<file path="src/rtl/shot_queue_if.sv">
// Processor-side bundle of the shot queue: break-beam pulses and control in,
// head entry and status out.
interface shot_queue_if #(
    parameter int DEPTH = 4
);
    logic [6:0]              beam_pulse;
    logic                    new_game;
    logic                    pop;
    logic [2:0]              head_col;
    logic                    head_player;
    logic [$clog2(DEPTH):0]  count;
    logic                    overflow;
    logic                    FABINT;

    modport master (
        output beam_pulse, new_game, pop,
        input  head_col, head_player, count, overflow, FABINT
    );

    modport slave (
        input  beam_pulse, new_game, pop,
        output head_col, head_player, count, overflow, FABINT
    );
endinterface

</file>
<file path="src/rtl/shot_queue.sv">
// Queues {player, column} for each accepted break-beam shot, with a post-shot
// lockout window, a sticky overflow flag and a one-cycle interrupt per shot.
module shot_queue #(
    parameter int LOCKOUT_CYCLES = 50000000,
    parameter int DEPTH          = 4
) (
    input logic         clk,
    input logic         rst_n,
    shot_queue_if.slave bus
);
    localparam int AW = $clog2(DEPTH);
    localparam int LW = (LOCKOUT_CYCLES > 0) ? $clog2(LOCKOUT_CYCLES + 1) : 1;

    localparam logic [LW-1:0] LOCK_LOAD  = LW'(LOCKOUT_CYCLES);
    localparam logic [LW-1:0] LOCK_ONE   = LW'(1);
    localparam logic [AW:0]   FULL_COUNT = (AW + 1)'(DEPTH);
    localparam logic [AW:0]   CNT_ONE    = (AW + 1)'(1);
    localparam logic [AW-1:0] PTR_ONE    = AW'(1);

    logic [3:0]    r_mem [DEPTH];
    logic [AW-1:0] r_wr_ptr;
    logic [AW-1:0] r_rd_ptr;
    logic [AW:0]   r_count;
    logic [LW-1:0] r_lock;
    logic          r_turn;
    logic          r_overflow;
    logic          r_fabint;

    logic [2:0]    w_col;
    logic          w_full;
    logic          w_shot;
    logic          w_pop;
    logic          w_push;

    // NOTE: w_col is assigned before the loop so every path writes it and no latch is inferred.
    always_comb begin
        w_col = 3'd0;
        for (int i = 6; i >= 0; i--) begin
            if (bus.beam_pulse[i]) w_col = 3'(i);
        end
    end

    assign w_full = (r_count == FULL_COUNT);
    assign w_shot = (bus.beam_pulse != 7'd0) && (r_lock == '0) && !bus.new_game;
    assign w_pop  = bus.pop && (r_count != '0) && !bus.new_game;
    // A simultaneous pop frees the slot, so a full queue still takes the push.
    assign w_push = w_shot && (!w_full || w_pop);

    // NOTE: storage has no reset; count and pointers alone define which entries are valid.
    always_ff @(posedge clk) begin
        if (w_push) r_mem[r_wr_ptr] <= {r_turn, w_col};
    end

    // NOTE: all state registers use non-blocking assignments so every update sees pre-edge values.
    always_ff @(posedge clk or negedge rst_n) begin
        if (!rst_n) begin
            r_wr_ptr   <= '0;
            r_rd_ptr   <= '0;
            r_count    <= '0;
            r_lock     <= '0;
            r_turn     <= 1'b0;
            r_overflow <= 1'b0;
            r_fabint   <= 1'b0;
        end else if (bus.new_game) begin
            r_wr_ptr   <= '0;
            r_rd_ptr   <= '0;
            r_count    <= '0;
            r_lock     <= '0;
            r_turn     <= 1'b0;
            r_overflow <= 1'b0;
            r_fabint   <= 1'b0;
        end else begin
            r_fabint <= w_shot;
            if (w_push) r_wr_ptr <= r_wr_ptr + PTR_ONE;
            if (w_pop)  r_rd_ptr <= r_rd_ptr + PTR_ONE;
            case ({w_push, w_pop})
                2'b10:   r_count <= r_count + CNT_ONE;
                2'b01:   r_count <= r_count - CNT_ONE;
                default: r_count <= r_count;
            endcase
            if (w_shot) begin
                r_turn <= ~r_turn;
                r_lock <= LOCK_LOAD;
                if (!w_push) r_overflow <= 1'b1;
            end else if (r_lock != '0) begin
                r_lock <= r_lock - LOCK_ONE;
            end
        end
    end

    assign bus.head_col    = (r_count == '0) ? 3'd0 : r_mem[r_rd_ptr][2:0];
    assign bus.head_player = (r_count == '0) ? 1'b0 : r_mem[r_rd_ptr][3];
    assign bus.count       = r_count;
    assign bus.overflow    = r_overflow;
    assign bus.FABINT      = r_fabint;
endmodule

</file>
<file path="src/flat_wrapper.sv">
// flat-port wrapper written by rule: the top's interface ports become plain ports
module shot_queue_flat 
#(
    parameter int LOCKOUT_CYCLES = 50000000,
    parameter int DEPTH          = 4
)
  (clk, rst_n, bus_beam_pulse, bus_new_game, bus_pop, bus_head_col, bus_head_player, bus_count, bus_overflow, bus_FABINT);
  shot_queue_if #(.DEPTH(DEPTH)) bus_i ();
  input logic clk;
  input logic rst_n;
  input wire logic [$bits(bus_i.beam_pulse)-1:0] bus_beam_pulse;
  input wire logic [$bits(bus_i.new_game)-1:0] bus_new_game;
  input wire logic [$bits(bus_i.pop)-1:0] bus_pop;
  output wire logic [$bits(bus_i.head_col)-1:0] bus_head_col;
  output wire logic [$bits(bus_i.head_player)-1:0] bus_head_player;
  output wire logic [$bits(bus_i.count)-1:0] bus_count;
  output wire logic [$bits(bus_i.overflow)-1:0] bus_overflow;
  output wire logic [$bits(bus_i.FABINT)-1:0] bus_FABINT;
  assign bus_i.beam_pulse = bus_beam_pulse;
  assign bus_i.new_game = bus_new_game;
  assign bus_i.pop = bus_pop;
  assign bus_head_col = bus_i.head_col;
  assign bus_head_player = bus_i.head_player;
  assign bus_count = bus_i.count;
  assign bus_overflow = bus_i.overflow;
  assign bus_FABINT = bus_i.FABINT;
  shot_queue #(.LOCKOUT_CYCLES(LOCKOUT_CYCLES), .DEPTH(DEPTH)) u_core (.clk(clk), .rst_n(rst_n), .bus(bus_i));
endmodule
</file>
<file path="config.mk">
export PLATFORM = sky130hd
export DESIGN_NAME = shot_queue_flat
export DESIGN_NICKNAME = d
export VERILOG_FILES = /design/src/rtl/shot_queue_if.sv /design/src/rtl/shot_queue.sv /design/src/flat_wrapper.sv
export SDC_FILE = /design/constraint.sdc
export NUM_CORES = 1
export LEC_CHECK = 0
export ABC_CLOCK_PERIOD_IN_PS = 4700
export CORE_ASPECT_RATIO = 1.5
export CORE_UTILIZATION = 45
export DETAILED_ROUTE_END_ITERATION = 10
export GPL_TIMING_DRIVEN = 0
export SLEW_MARGIN = 20
export SYNTH_ARGS = -nofsm -noshare
export SYNTH_HDL_FRONTEND = slang
export SYNTH_SLANG_ARGS = --single-unit
export TNS_END_PERCENT = 1
</file>
<file path="constraint.sdc">
create_clock -name clk -period 4.7 [get_ports clk]
set_clock_uncertainty 0.1 [all_clocks]
set_input_delay 0.94 -clock clk [delete_from_list [all_inputs] [get_ports clk]]
set_output_delay 0.94 -clock clk [all_outputs]
set_load 0.02 [all_outputs]
</file>
==> key figures, run 1 <==
GRT
  • First-pass GRT wire length: 9180 um
  • Vias in the first global route: 1959
  • Gr ovfl total: 0
  • Pin count of the biggest net entering global routing: 24
  • Gr usage total: 0.184
  • Initial antenna violation count: 0

Pwr
  • IR drop worst, VDD: 0.275 mV
  • Combinational power share: 0.493
  • Sw power: 0.000775 W
  • Register share of total power: 0.346
  • Internal power: 0.00112 W
  • Clock share of power: 0.160
  • P per Cell Area: 595 mW/mm2
  • Net Sw Frac: 0.408
  • Lkg Pwr: 1.25 nW

Setup path
  • CP max stage cell: or4_1
  • CP Class: in -> reg
  • Cell Chain, Critical Path: clkdlybuf4s50_1, or4_1, nor2b_1, clkbuf_1, nor3_4, nor2_1, nand2_1, fa_1, o311a_1, a31oi_1, mux2_2
  • R2R setup slack: 1.60 ns
  • Critical Path Fanout Max: 10
  • Worst Reg-to-Reg Cells: 9
  • Critical Path Source Type: input port
  • Slowest Stage Delay on Critical Path: 0.57 ns
  • Buf/Inv on CP: 2
  • Critical Path End Type: flip-flop
  • CP required: 4.80 ns
  • FF-to-FF Start: u_core.r_lock[17]
  • WP data arrival: 4.01 ns
  • Top Family by Delay on Critical Path: simple AND/OR/NAND/NOR gates
  • Terminus of the critical flop-to-flop path: u_core.bus.count[2]
  • Crit. path cell count: 11

Clocking
  • Num Clock Sinks: 52
  • Postcts setup bufs: 0
  • Cts hold-fix bufs: 0
  • Root buffer cell: clkbuf_8
  • Number of buffers created by CTS: 5
  • H-tree depth: 2
  • Reg clk slew, reported paths: 0.10 ns
  • Clk_lat worst skew: 0.30 ns
  • Post-CTS sizing: 0
  • Clk buf depth: 2
  • CTS tree: done

Detailed routing
  • Wirelength per Cell: 15.2 um
  • DR pass1 iterations: 4
  • Post-DR vias/cell: 5.66
  • Drt drc: 0
  • Detailed Route WL: 5400 um
  • Total number of vias: 2015
  • Iteration-0 DRC Markers: 68
  • Post-route ant nets: 0

STA
  • Worst-Margin Slew: 0.761 ns
  • Final setup vio count: 0
  • Period utilisation layout: 0.831
  • Final max-slew violation count: 0
  • Setup TNS: 0 ns
  • Worst slew margin: 0.489
  • Crit path time final: 3.91 ns
  • Hold slack: 0.410 ns
  • Peak Freq: 256 MHz
  • Final hold violations: 0
  • RSZ-0062 raised after global routing: no

Hold path
  • Hold path depth: 2
  • Hold Crit Start: u_core.bus.overflow
  • Min-delay worst type: reg -> reg
  • Hold EP: u_core.bus.overflow

Floorplan
  • Core area: 0.00587 mm2
  • Initial Util: 0.473
  • Die Y: 98.2 um
  • Die X: 66.2 um
  • Die ar.: 0.00650 mm2
  • FP Rows: 34
  • I/O pin count: 20

Synth
  • Synth Instances: 256
  • Synthesized area: 0.00278 mm2
  • Ys flop type: dfrtp_1
  • Syn Nets: 274
  • Post-synth EDFFs: 16
  • FFs w/ async S/R, synth: 0.692
  • Top cell type by total area after synthesis: dfrtp_1
  • Synth area leaders: dfrtp_1 32%, edfxtp_1 17%, nor2_1 4.9%
  • Sequential-to-total area share from yosys stat: 0.497
  • FF+latch count, synth: 52
  • Post-synth top area share: 0.324
  • Synth unique cells: 49
  • YS warnings: 0
  • Syn_area_per_cell: 10.9 um2

Finish
  • Final std cells w/o fill: 356
  • Area growth from synthesis to layout: 14.9%
  • Final nets: 301
  • Share of cells above drive strength 1: 0.109
  • Inserted Diodes: 0

Job
  • Maxcap violations: 0

Place
  • DP HPWL: 4080 um
  • DP Cell Count: 348
  • Placer's final routability congestion estimate: 0.731
  • PortBufs: 19

Outcome
  • Outcome: finished, final reports clean
[metrics by stage]
stage | power, W | setup slack (ns) | util | instance area (um2)
6_report | 0.00190 | 0.793 | 0.544 | 3190
3_5_place_dp | 0.00161 | 0.480 | 0.525 | 3080
2_1_floorplan | 0.00137 | 1.27 | - | 2780
4_1_cts | 0.00192 | 0.810 | 0.544 | 3190
3_3_place_gp | 0.00160 | 0.474 | 0.521 | 3060
5_1_grt | 0.00205 | 0.605 | 0.544 | 3190
[routing by layer]
layer	part of all wire	wire (um)	GRT usage	vias up
li1	-	-	-	984
met1	0.42	2250	0.215	995
met2	0.54	2930	0.331	26
met3	0.020	107	0.0292	10
met4	0.021	116	0.0622	0
met5	0	0	0	-
[power groups by stage]
stage / Clock (W) / Combinational, W / Sequential [W]
2_1_floorplan: 0 / 0.000716 / 0.000656
3_3_place_gp: 0 / 0.000932 / 0.000665
3_5_place_dp: 0 / 0.000941 / 0.000667
4_1_cts: 0.000314 / 0.000945 / 0.000658
5_1_grt: 0.000330 / 0.00105 / 0.000674
6_report: 0.000305 / 0.000937 / 0.000658
[layout make-up]
class	instances	area, um2
inverters	9	33.8
clock inverters	3	42.5
plain buffers	12	65.1
repair buffers	20	213
clock buffers	5	68.8
flip-flops and latches	52	1380
well taps	72	90.1
fillers	553	2680
multi-input cells	183	1300
[cells in the mapped netlist, types with 3 or more instances]
cell	number
nand2b_1	3
nand2_1	9
o211ai_1	6
dfrtp_1	36
xor2_1	11
and2_1	5
clkbuf_1	8
xnor2_1	7
nor3_1	11
o21ai_0	5
or4_1	5
nor2_1	36
nand4_1	3
nor4_1	4
nor4_2	3
a21oi_1	14
o31ai_1	4
nor2b_1	10
ha_1	6
edfxtp_1	16
inv_1	9
mux4_2	4
a211oi_1	4
[cells in the final DEF, fill, tap and decap left out, types with 7 or more instances in the layout]
master / n
xor2_1: 11
nor2_1: 36
a21oi_1: 14
edfxtp_1: 16
clkdlybuf4s50_1: 18
inv_1: 9
dfrtp_1: 36
clkbuf_1: 8
nor2b_1: 10
xnor2_1: 7
nor3_1: 11
nand2_1: 9
[flip-flops by register name, summed over array words and instances (netlist names)]
| register | count |
|---|---|
| u_core.r_turn | 1 |
| u_core.r_lock | 26 |
| u_core.bus.overflow | 1 |
| u_core.r_mem | 16 |
| u_core.r_wr_ptr | 2 |
| u_core.r_rd_ptr | 2 |
| u_core.bus.count | 3 |
| u_core.bus.FABINT | 1 |
[kinds of logic (layout without fill, tap and decap cells)]
family,count (synthesis),in the layout,synth area share
and+or+nand+nor,102,102,0.210
DFF,52,52,0.497
AOI/OAI and AO/OA,47,47,0.115
buffers and inverters,21,49,0.0356
xor gates and xnor gates,18,18,0.0567
muxes,9,9,0.0518
adders and majority gates,7,7,0.0342
[worst min-delay path, delay by kind of cell (launching register included)]
family | cells | cell delay, ns
AND/OR/NAND/NOR | 1 | 0.07
AO/OA/AOI/OAI | 1 | 0.05
flip-flops | 1 | 0.36
[worst max-delay path by stage]
stage | start | to | slack [ns]
final | bus_beam_pulse[1] | u_core.bus.count[2] | 0.79
after global routing | bus_beam_pulse[1] | u_core.bus.count[2] | 0.61
after CTS | bus_beam_pulse[1] | u_core.bus.count[2] | 0.81
after detailed placement | bus_beam_pulse[1] | u_core.bus.count[2] | 0.48
after global placement | bus_beam_pulse[1] | u_core.bus.count[2] | 0.47
after floorplan | bus_beam_pulse[1] | u_core.bus.count[2] | 1.27
Note: power is estimated with default switching activity, not from simulation.
==> inputs of run 2 (changes only) <==
--- a/config.mk
+++ b/config.mk
@@ -5,11 +5,12 @@
 export SDC_FILE = /design/constraint.sdc
 export NUM_CORES = 1
 export LEC_CHECK = 0
-export ABC_CLOCK_PERIOD_IN_PS = 4700
+export ABC_CLOCK_PERIOD_IN_PS = 3400
 export CORE_ASPECT_RATIO = 1.5
 export CORE_UTILIZATION = 45
 export DETAILED_ROUTE_END_ITERATION = 10
 export GPL_TIMING_DRIVEN = 0
+export PLACE_DENSITY = 0.66
 export SLEW_MARGIN = 20
 export SYNTH_ARGS = -nofsm -noshare
 export SYNTH_HDL_FRONTEND = slang
==> constraint.sdc (replaced) <==
create_clock -name clk -period 3.4 [get_ports clk]
set_clock_uncertainty 0.1 [all_clocks]
set_input_delay 0.68 -clock clk [delete_from_list [all_inputs] [get_ports clk]]
set_output_delay 0.68 -clock clk [all_outputs]
set_load 0.02 [all_outputs]
==> run 2 against run 1 <==
  * Flip-flop and latch count unchanged
  * Clock power increased by 23%
  * Final cell count unchanged
  * Sequential share of layout area increased by 0.15 points
  * Clock-buffer cell count unchanged
  * Via count increased by 0.50%
  * Non-clock buffer count unchanged
  * Worst setup slack got worse by 0.63 ns
  * Combinational power increased by 39%
  * Global-route usage increased by 1.2 points
  * Largest cell class unchanged
  * Largest power group unchanged
==> key figures, run 2 (same netlist as run 1, synthesis figures left out) <==
Outcome
  • Outcome: finished, final reports clean

Place
  • Placer's final routability congestion estimate: 0.814 (+11%)
  • PortBufs: 19 (unchanged)
  • DP HPWL: 4140 um (+1.5%)

Setup path
  • WP data arrival: 3.35 ns (-0.66 ns)
  • R2R setup slack: 0.32 ns (-1.28 ns)
  • CP required: 3.51 ns (-1.29 ns)
  • FF-to-FF Start: u_core.r_lock[16]
  • Critical Path Source Type: input port
  • CP Class: in -> reg
  • Critical Path End Type: flip-flop
  • Cell Chain, Critical Path: clkdlybuf4s50_1, or4_1, nor2b_1, buf_4, nor3_4, nor2_1, nand2_1, fa_1, o311a_1, a31oi_1, mux2_2
  • Critical Path Fanout Max: 10 (unchanged)
  • Crit path from: bus_beam_pulse[1]
  • CP max stage cell: or4_1
  • Slowest Stage Delay on Critical Path: 0.56 ns (about the same)

Floorplan
  • Die Y: 98.2 um (unchanged)
  • FP Rows: 34 (unchanged)
  • Die ar.: 0.00650 mm2 (unchanged)
  • Initial Util: 0.473 (unchanged)
  • Die X: 66.2 um (unchanged)
  • I/O pin count: 20 (unchanged)
  • Core area: 0.00587 mm2 (unchanged)

STA
  • Worst-Margin Slew: 0.772 ns (+0.0109 ns)
  • Worst slew margin: 0.481 (-0.00733)
  • Period utilisation layout: 0.952
  • Setup TNS: 0 ns (unchanged)
  • Crit path time final: 3.24 ns
  • Final max-slew violation count: 0 (unchanged)
  • Final setup vio count: 0 (unchanged)
  • RSZ-0062 raised after global routing: no
  • Final hold violations: 0 (unchanged)
  • Peak Freq: 309 MHz

Detailed routing
  • Post-DR vias/cell: 5.69 (+0.50%)
  • Post-route ant nets: 0 (unchanged)
  • Drt drc: 0 (unchanged)
  • DR pass1 iterations: 4 (unchanged)
  • Total number of vias: 2025 (+0.50%)
  • Wirelength per Cell: 15.7 um (+3.4%)
  • Iteration-0 DRC Markers: 79 (+16%)
  • Detailed Route WL: 5580 um (+3.4%)

GRT
  • Initial antenna violation count: 0 (unchanged)
  • Gr ovfl total: 0 (unchanged)
  • First-pass GRT wire length: 9690 um (+5.5%)
  • Pin count of the biggest net entering global routing: 22 (-8.3%)
  • Gr usage total: 0.196 (+0.0119)
  • Vias in the first global route: 2087 (+6.5%)

Finish
  • Fill cells: 543 (-1.8%)
  • Max reg flops: 26 (unchanged)
  • Inserted Diodes: 0 (unchanged)
  • Most flops, register: u_core.r_lock
  • Final nets: 301 (unchanged)
  • Share of cells above drive strength 1: 0.116 (+0.00704)
  • Reg area: 0.00138 mm2 (unchanged)
  • Area growth from synthesis to layout: 14.5%
  • Multi-input logic area: 0.00130 mm2 (unchanged)
  • Most frequent cells in the layout: 36 x nor2_1, 36 x dfrtp_1, 18 x clkdlybuf4s50_1, 16 x edfxtp_1, 14 x a21oi_1

Clocking
  • CTS tree: done
  • H-tree depth: 2 (unchanged)
  • Num Clock Sinks: 52 (unchanged)
  • Clk_lat worst skew: 0.31 ns (about the same)
  • Cts hold-fix bufs: 0 (unchanged)
  • Reg clk slew, reported paths: 0.10 ns (about the same)
  • Root buffer cell: clkbuf_8
  • Number of buffers created by CTS: 5 (unchanged)
  • Clk buf depth: 2 (unchanged)

Pwr
  • Power after layout: 0.00259 W (+36%)
  • Lkg Pwr: 1.24 nW (-0.42%)
  • IR drop worst, VDD: 0.324 mV (+18%)
  • P per Cell Area: 814 mW/mm2 (+37%)

Hold path
  • Min-delay worst type: in -> async

Job
  • Maxcap violations: 0 (unchanged)
==> run 2: changes by cell type in the layout (fill, tap and decap cells not counted) <==
| cell | before | now |
|---|---|---|
| buf_4 | 1 | 2 |
| clkinvlp_4 | 0 | 1 |
| clkbuf_1 | 8 | 7 |
| clkinv_1 | 1 | 0 |
| inv_8 | 0 | 1 |
| bufinv_16 | 1 | 0 |
==> run 2: final timing paths <==
kind                                             to  cells past startpoint
worst max-delay path            u_core.bus.count[2]                     11
worst min-delay path               u_core.r_lock[8]                      1
worst max register to register  u_core.bus.count[2]                      9
worst min register to register     u_core.r_lock[0]                      1
max in group asynchronous         u_core.r_lock[20]                      2
min in group clk                   u_core.r_lock[0]                      1
==> run 2: per-layer routing <==
metal  track usage  vias to the layer above  share of wire
li1              -                      983              -
met2         0.352                       29           0.55
met3        0.0292                        5          0.025
met4        0.0736                        0          0.014
met5             0                        -              0
met1         0.226                     1008           0.41
==> run 2: critical path, delay by kind of cell <==
family | cells | cell delay (ns)
mux | 1 | 0.34
fa+ha+maj | 1 | 0.40
buf+inv | 2 | 0.65
simple gates | 5 | 0.98
compound gates | 2 | 0.28
==> run 2: power by group <==
part	total, W	leakage, nW	internal, W	switching [W]
registers	0.000912	0.636	0.000775	0.000137
clock network	0.000375	0.0463	0.000151	0.000224
logic	0.00130	0.562	0.000560	0.000743
total	0.00259	1.24	0.00149	0.00110
==> run 2: repair_timing <==
action,CTS,global route
endpoints found under the hold margin,0,0
gates resized for setup,1,3
endpoints found under the setup margin,2,1
buffers inserted,0,0
==> run 2: area by class of cell <==
type,instances,area share
sequential,52,0.434
multi-input combinational,183,0.408
timing repair buffer,20,0.0669
tap,72,0.0283
clock buffer,5,0.0216
buffer,12,0.0216
inverter,9,0.0106
clock inverter,3,0.00865
==> run 2: through the flow <==
stage / instances / util / area, um2 / hold slack [ns] / worst slack [ns]
after floorplan: 256 / - / 2780 / 0.284 / 0.228
after detailed placement: 348 / 0.525 / 3080 / 0.393 / -0.567
final: 356 / 0.542 / 3180 / 0.189 / 0.165
after global routing: 356 / 0.542 / 3180 / 0.215 / 0.0308
after global placement: 347 / 0.521 / 3060 / 0.384 / -0.583
after CTS: 356 / 0.542 / 3180 / 0.200 / 0.0455
==> inputs of run 3 (changes only) <==
--- a/config.mk
+++ b/config.mk
@@ -8,6 +8,7 @@
 export ABC_CLOCK_PERIOD_IN_PS = 3400
 export CORE_ASPECT_RATIO = 1.5
 export CORE_UTILIZATION = 45
+export CTS_BUF_LIST = sky130_fd_sc_hd__clkbuf_2
 export DETAILED_ROUTE_END_ITERATION = 10
 export GPL_TIMING_DRIVEN = 0
 export PLACE_DENSITY = 0.66
==> run 3 against run 2 <==
  * Clock-buffer cell count did not move
  * Register-to-register slack barely moved
  * Worst hold slack got worse by 0.19 ns
  * Via count rose by 0.69%
  * Clock power fell by 28%
  * Combinational power barely moved
  * Sequential power rose by 1%
  * Core utilization fell by 0.85 points
  * Critical path depth did not move
  * Maximum frequency rose by 2.5%
==> key figures, run 3 (same netlist as run 1, synthesis figures left out) <==
STA
  • Peak Freq: 317 MHz (+2.5%)
  • Crit path time final: 3.16 ns (-0.0783 ns)
  • Worst-Margin Slew: 0.791 ns (+0.0193 ns)
  • Hold slack: 0.00259 ns (-0.187 ns)
  • Final setup vio count: 0 (unchanged)
  • Final max-slew violation count: 0 (unchanged)
  • Worst slew margin: 0.468 (-0.0129)
  • Final hold violations: 0 (unchanged)
  • RSZ-0062 raised after global routing: no
  • Period utilisation layout: 0.928 (-0.0230)

Floorplan
  • Die X: 66.2 um (unchanged)
  • FP Rows: 34 (unchanged)
  • I/O pin count: 20 (unchanged)
  • Initial Util: 0.473 (unchanged)
  • Die ar.: 0.00650 mm2 (unchanged)
  • Core area: 0.00587 mm2 (unchanged)
  • Die Y: 98.2 um (unchanged)

Finish
  • Max reg flops: 26 (unchanged)
  • Most frequent cells in the layout: 36 x nor2_1, 36 x dfrtp_1, 18 x clkdlybuf4s50_1, 16 x edfxtp_1, 14 x a21oi_1
  • Reg area: 0.00138 mm2 (unchanged)
  • Area growth from synthesis to layout: 12.7%
  • Fill cells: 550 (+1.3%)
  • Most flops, register: u_core.r_lock
  • Multi-input logic area: 0.00130 mm2 (unchanged)
  • Share of cells above drive strength 1: 0.117 (+0.000411)
  • Inserted Diodes: 0 (unchanged)
  • Final std cells w/o fill: 355 (-0.28%)
  • Final nets: 300 (-0.33%)

Clocking
  • Reg clk slew, reported paths: 0.29 ns (+0.19 ns)
  • Number of buffers created by CTS: 5 (unchanged)
  • CTS tree: done
  • Root buffer cell: clkbuf_2
  • H-tree depth: 2 (unchanged)
  • Num Clock Sinks: 52 (unchanged)
  • Cts hold-fix bufs: 0 (unchanged)
  • Clk_lat worst skew: 0.45 ns (+0.14 ns)
  • Clk buf depth: 2 (unchanged)

GRT
  • Pin count of the biggest net entering global routing: 22 (unchanged)
  • Gr usage total: 0.196 (+0.000239)
  • First-pass GRT wire length: 9700 um (+0.14%)
  • Initial antenna violation count: 0 (unchanged)
  • Vias in the first global route: 2092 (+0.24%)
  • Gr ovfl total: 0 (unchanged)

Setup path
  • WP data arrival: 3.45 ns (+0.10 ns)
  • Terminus of the critical flop-to-flop path: u_core.bus.count[2]
  • CP required: 3.69 ns (+0.18 ns)
  • Critical Path Source Type: input port
  • CP Class: in -> reg
  • Critical Path Fanout Max: 10 (unchanged)
  • Worst Reg-to-Reg Cells: 9 (unchanged)
  • CP endpoint: u_core.bus.count[2]
  • R2R setup slack: 0.31 ns (about the same)
  • FF-to-FF Start: u_core.r_lock[16]
  • Critical Path End Type: flip-flop
  • Crit path from: bus_beam_pulse[1]

Pwr
  • Lkg Pwr: 1.23 nW (-1.4%)
  • P per Cell Area: 793 mW/mm2 (-2.6%)
  • IR drop worst, VDD: 0.297 mV (-8.3%)

Place
  • Placer's final routability congestion estimate: 0.814 (unchanged)
  • DP Cell Count: 348 (unchanged)
  • PortBufs: 19 (unchanged)
  • DP HPWL: 4140 um (unchanged)

Detailed routing
  • Post-route ant nets: 0 (unchanged)
  • Wirelength per Cell: 15.6 um (-0.29%)
  • DR pass1 iterations: 4 (unchanged)
  • Total number of vias: 2039 (+0.69%)
  • Detailed Route WL: 5550 um (-0.57%)
  • Post-DR vias/cell: 5.74 (+0.97%)
  • Iteration-0 DRC Markers: 79 (unchanged)
  • Drt drc: 0 (unchanged)

Job
  • Maxcap violations: 0 (unchanged)

Hold path
  • Min-delay worst type: in -> async

Outcome
  • Outcome: finished, final reports clean
run 3: cell count changes in the layout (fill, tap and decap cells not counted), sizes merged:
cell / change
buf: -1
run 3: worst min-delay path by stage:
| stage | to | slack (ns) | cells after the start |
|---|---|---|---|
| after floorplan | u_core.bus.FABINT | 0.28 | 0 |
| final | u_core.r_lock[8] | 0.003 | 1 |
| after global placement | u_core.bus.overflow | 0.38 | 2 |
| after detailed placement | u_core.bus.overflow | 0.39 | 2 |
| after CTS | u_core.r_lock[8] | 0.01 | 1 |
| after global routing | u_core.r_lock[8] | 0.0008 | 1 |
run 3: repair_timing:
action	4_1_cts	5_1_grt
setup buffers	0	0
cloned	0	0
endpoints found under the setup margin	1	1
resized for setup	1	0
run 3: per-stage QoR:
| step | TNS, ns | area (um2) | total power (W) | utilization | setup slack (ns) |
|---|---|---|---|---|---|
| final | 0 | 3130 | 0.00248 | 0.533 | 0.243 |
| after global routing | 0 | 3130 | 0.00270 | 0.533 | 0.0249 |
| after CTS | 0 | 3140 | 0.00250 | 0.534 | 0.0979 |
| after detailed placement | -0.927 | 3080 | 0.00222 | 0.525 | -0.567 |
| after global placement | -0.939 | 3060 | 0.00220 | 0.521 | -0.583 |
| after floorplan | 0 | 2780 | 0.00190 | - | 0.228 |
run 3: critical path: stages:
cell             delay, ns
clkdlybuf4s50_1       0.43
or4_1                 0.56
nor2b_1               0.13
clkbuf_2              0.30
nor3_4                0.12
nor2_1                0.11
nand2_1               0.07
fa_1                  0.40
o311a_1               0.12
a31oi_1               0.16
mux2_2                0.34
run 3: cell type report:
class                      instances  area share
timing repair buffer              20      0.0679
multi-input combinational        183       0.415
buffer                            11      0.0200
clock buffer                       5     0.00799
sequential                        52       0.441
tap                               72      0.0288
clock inverter                     3     0.00879
inverter                           9      0.0108
run 3: per-layer routing:
layer,share of wire,GRT usage
met5,0,0
met2,0.55,0.354
met4,0.013,0.0638
met3,0.021,0.0327
met1,0.41,0.228
run 3: where the power goes:
group	internal (W)	leakage [nW]	total, W	switching [W]
registers	0.000774	0.636	0.000924	0.000150
logic	0.000559	0.560	0.00129	0.000731
clock network	0.0000576	0.0311	0.000270	0.000212
total	0.00139	1.23	0.00248	0.00109
